File: config.mk
export PLATFORM = sky130hd
export DESIGN_NAME = uart_tx_ctrl
export DESIGN_NICKNAME = d
export VERILOG_FILES = /design/src/rtl/uart_tx_ctrl.sv
export SDC_FILE = /design/constraint.sdc
export NUM_CORES = 1
export LEC_CHECK = 0
export CORE_UTILIZATION = 54
export DETAILED_ROUTE_END_ITERATION = 8
export PLACE_DENSITY = 0.91
export SLEW_MARGIN = 20
export SYNTH_ARGS = -nofsm -noshare
export SYNTH_HDL_FRONTEND = slang
export SYNTH_SLANG_ARGS = --single-unit
export TNS_END_PERCENT = 100
File: constraint.sdc
create_clock -name CLK -period 4.1 [get_ports CLK]
set_clock_uncertainty 0.2 [all_clocks]
set_input_delay 0.82 -clock CLK [delete_from_list [all_inputs] [get_ports CLK]]
set_output_delay 0.82 -clock CLK [all_outputs]
set_load 0.05 [all_outputs]
File: src/rtl/uart_tx_ctrl.sv
// uart_tx_ctrl: UART transmit sequencer producing registered line-source select, serial bit and parity
module uart_tx_ctrl #(
  parameter int DATA_WIDTH = 8
) (
  input  logic                  CLK,
  input  logic                  RST,
  input  logic [DATA_WIDTH-1:0] P_DATA,
  input  logic                  Data_Valid,
  input  logic                  PAR_EN,
  input  logic                  PAR_TYP,
  output logic [1:0]            mux_sel,
  output logic                  ser_data,
  output logic                  par_bit,
  output logic                  busy
);
  localparam int CW = DATA_WIDTH > 1 ? $clog2(DATA_WIDTH) : 1;
  typedef enum logic [2:0] {IDLE, START, DATA, PARITY, STOP} state_t;
  state_t                r_state, w_state_nxt;
  logic [CW-1:0]         r_cnt, w_cnt_nxt;
  logic [DATA_WIDTH-1:0] r_data;
  logic                  r_par_en;
  logic [1:0]            w_mux_nxt;
  logic                  w_busy_nxt, w_accept, w_last;
  assign w_accept = (r_state == IDLE) && Data_Valid;
  assign w_last   = r_cnt == CW'(DATA_WIDTH - 1);
  // state register; outputs are registered from the decode of the upcoming state
  always_ff @(posedge CLK) begin
    if (RST) begin
      r_state <= IDLE;
      mux_sel <= 2'b01;
      busy    <= 1'b0;
    end else begin
      r_state <= w_state_nxt;
      mux_sel <= w_mux_nxt;
      busy    <= w_busy_nxt;
    end
  end
  // shadow capture at acceptance, bit counter and serial bit while in DATA
  always_ff @(posedge CLK) begin
    if (RST) begin
      r_data   <= '0;
      r_par_en <= 1'b0;
      par_bit  <= 1'b0;
      r_cnt    <= '0;
      ser_data <= 1'b0;
    end else begin
      if (w_accept) begin
        r_data   <= P_DATA;
        r_par_en <= PAR_EN;
        par_bit  <= ^P_DATA ^ PAR_TYP;
      end
      if (w_state_nxt == DATA) begin
        r_cnt    <= w_cnt_nxt;
        ser_data <= r_data[w_cnt_nxt];
      end
    end
  end
  // next-state decode; parity state is skipped when the latched enable is low
  always_comb begin
    w_state_nxt = r_state;
    case (r_state)
      IDLE:    w_state_nxt = Data_Valid ? START : IDLE;
      START:   w_state_nxt = DATA;
      DATA:    w_state_nxt = w_last ? (r_par_en ? PARITY : STOP) : DATA;
      PARITY:  w_state_nxt = STOP;
      STOP:    w_state_nxt = IDLE;
      default: w_state_nxt = IDLE;
    endcase
  end
  // output decode of the upcoming state; counter restarts on entry to DATA
  always_comb begin
    w_mux_nxt  = w_state_nxt == START  ? 2'b00 :
                 w_state_nxt == DATA   ? 2'b10 :
                 w_state_nxt == PARITY ? 2'b11 : 2'b01;
    w_busy_nxt = w_state_nxt != IDLE;
    w_cnt_nxt  = r_state == DATA ? r_cnt + CW'(1) : '0;
  end
endmodule

[Word-level counts from Yosys, hierarchy flattened]
Index checks and enable logic that the tools add are counted.
Storage, ports and cells
  register bits: 20
  bits in latches: 0
  memory bits (writable): 0
  memory bits (read-only): 0
  input port bits: 13
  output and inout bits: 5
  word-level logic and storage cells: 34
  memories kept: 0
Cells by class
  $add $sub $neg: 1
  multipliers: 0
  div/mod/pow operators: 0
  $lt $le $gt $ge: 1
  eq/ne operators: 7
  shifts and indexed selects: 0
  multiplexer cells: 10
  bitwise logic cells: 1
  reduce and logical (&&, ||, !) cells: 5
Operators by type and width (count)
  $eq A3 B2 Y1 const B: 4
  $pmux W3 S4: 1
  $mux W3: 3
  $reduce_xor A8 Y1: 1
  $eq A3 B1 Y1 const B: 2
  $lt A3 B4 Y1 const B: 1
  $mux W2: 2
  $add A3 B1 Y3 const B: 1
  $bmux W1 S3: 1
  $eq A3 B3 Y1 const B: 1
  $logic_not A3 Y1: 1
  $mux W1: 3
  $reduce_bool A3 Y1: 1
  $reduce_or A2 Y1: 1
  $logic_and A1 B1 Y1: 1
  $xor A1 B1 Y1: 1

[Logic depth before layout (Yosys ltp)]
  word-level depth: 7
  gate-level depth with buffers: 6
  mapped depth without buffers: 6

[Least setup slack after synthesis]
OpenSTA, ideal clock, no wires.
  kind: in2reg
  start point: input port Data_Valid
  end point: register par_bit
  arrival time: 1.584 ns
  path slack: 2.188 ns
  cell stages on the path: 4
  path buffers: 1
  cells stage by stage: or4b_1 buf_2 nand3b_1 o211ai_1
On the way
  cells in the longest elaborated chain, start to end: 1
RTL lines
  start, declared: line 8  | input logic Data_Valid,
  $logic_and A1 B1 Y1: line 24  | assign w_accept = (r_state == IDLE) && Data_Valid;
  end signal, assigned: line 50  | par_bit <= ^P_DATA ^ PAR_TYP;
  end, declared: line 13  | output logic par_bit,
No other way between the ends.
A chain may end at the register's enable or synchronous reset.

[Final worst setup path]
  start point: register par_bit
  end point: output port par_bit
No word-level cell between the ends.

==> run metrics <==
post-CTS sizing=0; clk slew on worst S/H paths=roughly 0.10 ns; Async SR Flop Fraction=0; CP max stage cell=clkdlybuf4s50_1; Met1 Wirelength=861 um; outcome=complete, no violations; CP max stage delay=0.80 ns; fin nets=about 140; Area Growth Syn to Fin=20.8%; # port buffers=17; Die W=about 45 um; setup TNS=0 ns; WP buf/inv=1; CTS buffer count=3; CP required=slightly above 3 ns; Synth area leader=dfxtp_1; Core Footprint=1730 sq um; Post-DP Area=about 1200 sq um; critical-path cell list=clkdlybuf4s50_1; vias in the first global route=between 700 and 800; Antenna Cells=0; synth top area cells=dfxtp_1, nand2_1, a21oi_1; antenna viol nets, final=0; worst-margin pin slew=roughly 0.9 ns; most used flip-flop cell after synthesis=dfxtp_1; Mapped Nets=127; IO Pins=18; Die Y=between 40 and 50 um; routed wire length=1.91 mm; Relative slew margins=0.382; static leakage=0.454 nW; DR vias/cell=5.62; Tmin final=around 2.5 ns; Yosys top cell area share=0.399; clk_lat worst skew=~0.3 ns; CP arrival=1.44 ns; drt initial violations=15; Seq/Total Area, Yosys=0.399; r2r startpoint=r_cnt[0]; fill count=136; highest metal layer with signal wires=met4; Clock Sinks=20; RSZ-0062 raised after global routing=no; Post-synth EDFFs=0; largest net degree at the start of global routing=22; final setup violation count=0; HPWL after detailed placement=approximately 1.4 mm; GRT overflow=0; Tcrit/Tclk final=0.600; Design Area, Final=about 1200 sq um; CTS HTree Levels=1; max cap viols=0; Yosys cell types=39; hold endpoint=r_data[6]; DR vias=between 800 and 900; root buffer cell=clkbuf_4; GPL Wtd Cong=just over 0.8; Crit Reg-Reg Endpoint=r_cnt[2]; min-delay src=r_data[6]; Final Hold Viols=0; DRT Pass-1 Iters=4; final core utilization=0.703; FF+latch count, synth=20; pins over their slew limit=0; Row Count=15; Fmax achieved=between 0.4 and 0.5 GHz; GRT Total Usage=0.215; met3 routed WL=roughly 61 um; Synth Cell Area=between 1000 and 1500 sq um; Post-Syn Instances=112; DRC viols=0; R2R cell count=6; Reg2Reg Setup Slack=1.95 ns; worst hold path class=flop to flop; CP endpoint kind=output port; routed len/inst=around 13 um; initial core utilization=0.582; first-pass GRT wire length=around 3.2 mm; share of cells above drive strength 1=0.0794; Detail Route met2 WL=about 960 um; most common cell in the netlist=nand2_1; Syn Area/Cell=~9 sq um; die area=2040 sq um; P per Cell Area=roughly 400 nW/um^2; clk buf depth=2; Hold-fix buffers, CTS=0; CTS tree=done; crit start category=flop; Hold Crit Depth=2; VDD IR-drop max=~0.00027 V; commonest cells in the netlist=nand2_1, dfxtp_1, a21oi_1; CP delay by family, top=buffers and inverters; CP max FO=2; Post-CTS Setup Bufs=0; Yosys warning count=0; kind of critical path=flop to output port; initial antenna violation count=0
-- cell type report --
class / count / area (sq um) / area share
timing repair buffer: 17 / 170 / 0.140
multi-input combinational: 82 / 548 / 0.452
clock inverter: 1 / 30.0 / 0.0247
sequential: 20 / 400 / 0.330
inverter: 3 / 11.3 / 0.00928
clock buffer: 3 / 22.5 / 0.0186
tap: 25 / 31.3 / 0.0258
-- stage by stage --
| step | std cells | worst slack [ns] | power [mW] | hold WS, ns |
|---|---|---|---|---|
| floorplan | 112 | 2.19 | 0.297 | 0.232 |
| global placement | 147 | 1.48 | 0.325 | 0.244 |
| detailed placement | 147 | 1.42 | 0.329 | 0.248 |
| CTS | 151 | 1.63 | 0.485 | 0.263 |
| global route | 151 | 1.57 | 0.506 | 0.288 |
| finish | 151 | 1.64 | 0.483 | 0.261 |
-- state kept, by name (all words and copies together), names as in the netlist --
register  count
busy          1
mux_sel       2
par_bit       1
r_cnt         3
r_data        8
r_par_en      1
r_state       3
ser_data      1
-- kinds of logic (layout without fill, tap and decap cells) --
kind of cell	count (synthesis)	in the layout	synth area share
flops	20	20	0.399
mux	3	3	0.0299
compound gates	26	26	0.172
simple gates	45	45	0.253
fa+ha+maj	2	2	0.0249
buf+inv	10	24	0.0560
xor+xnor	6	6	0.0660
-- how the worst max path moves through the flow --
| stage | from | endpoint | slack [ns] | cells after the start |
|---|---|---|---|---|
| CTS | par_bit | par_bit | 1.63 | 1 |
| floorplan | Data_Valid | par_bit | 2.19 | 4 |
| detailed placement | Data_Valid | par_bit | 1.42 | 5 |
| global placement | Data_Valid | par_bit | 1.48 | 5 |
| global route | par_bit | par_bit | 1.57 | 1 |
| finish | par_bit | par_bit | 1.64 | 1 |
-- per-layer routing --
layer / global-route usage / vias to the layer above
met5: 0 / -
met4: 0.145 / 0
met3: 0.0440 / 4
met2: 0.348 / 22
met1: 0.256 / 399
li1: - / 424
-- report_power, final --
part / internal (mW) / switching [mW]
Combinational: 0.0493 / 0.0544
Sequential: 0.208 / 0.0123
Clock: 0.0988 / 0.0597
Total: 0.356 / 0.126
-- cells in the final DEF, fill, tap and decap left out, drive strengths merged, types with 3 or more instances in the layout --
cell,Yosys,layout
nor2,3,3
nand2b,3,3
dfxtp,20,20
xnor2,3,3
o21ai,3,3
mux2i,3,3
nand3,3,3
a21oi,13,13
inv,3,3
nand2,21,21
clkbuf,2,3
clkdlybuf4s50,0,17
(Power assumes the default switching activity.)
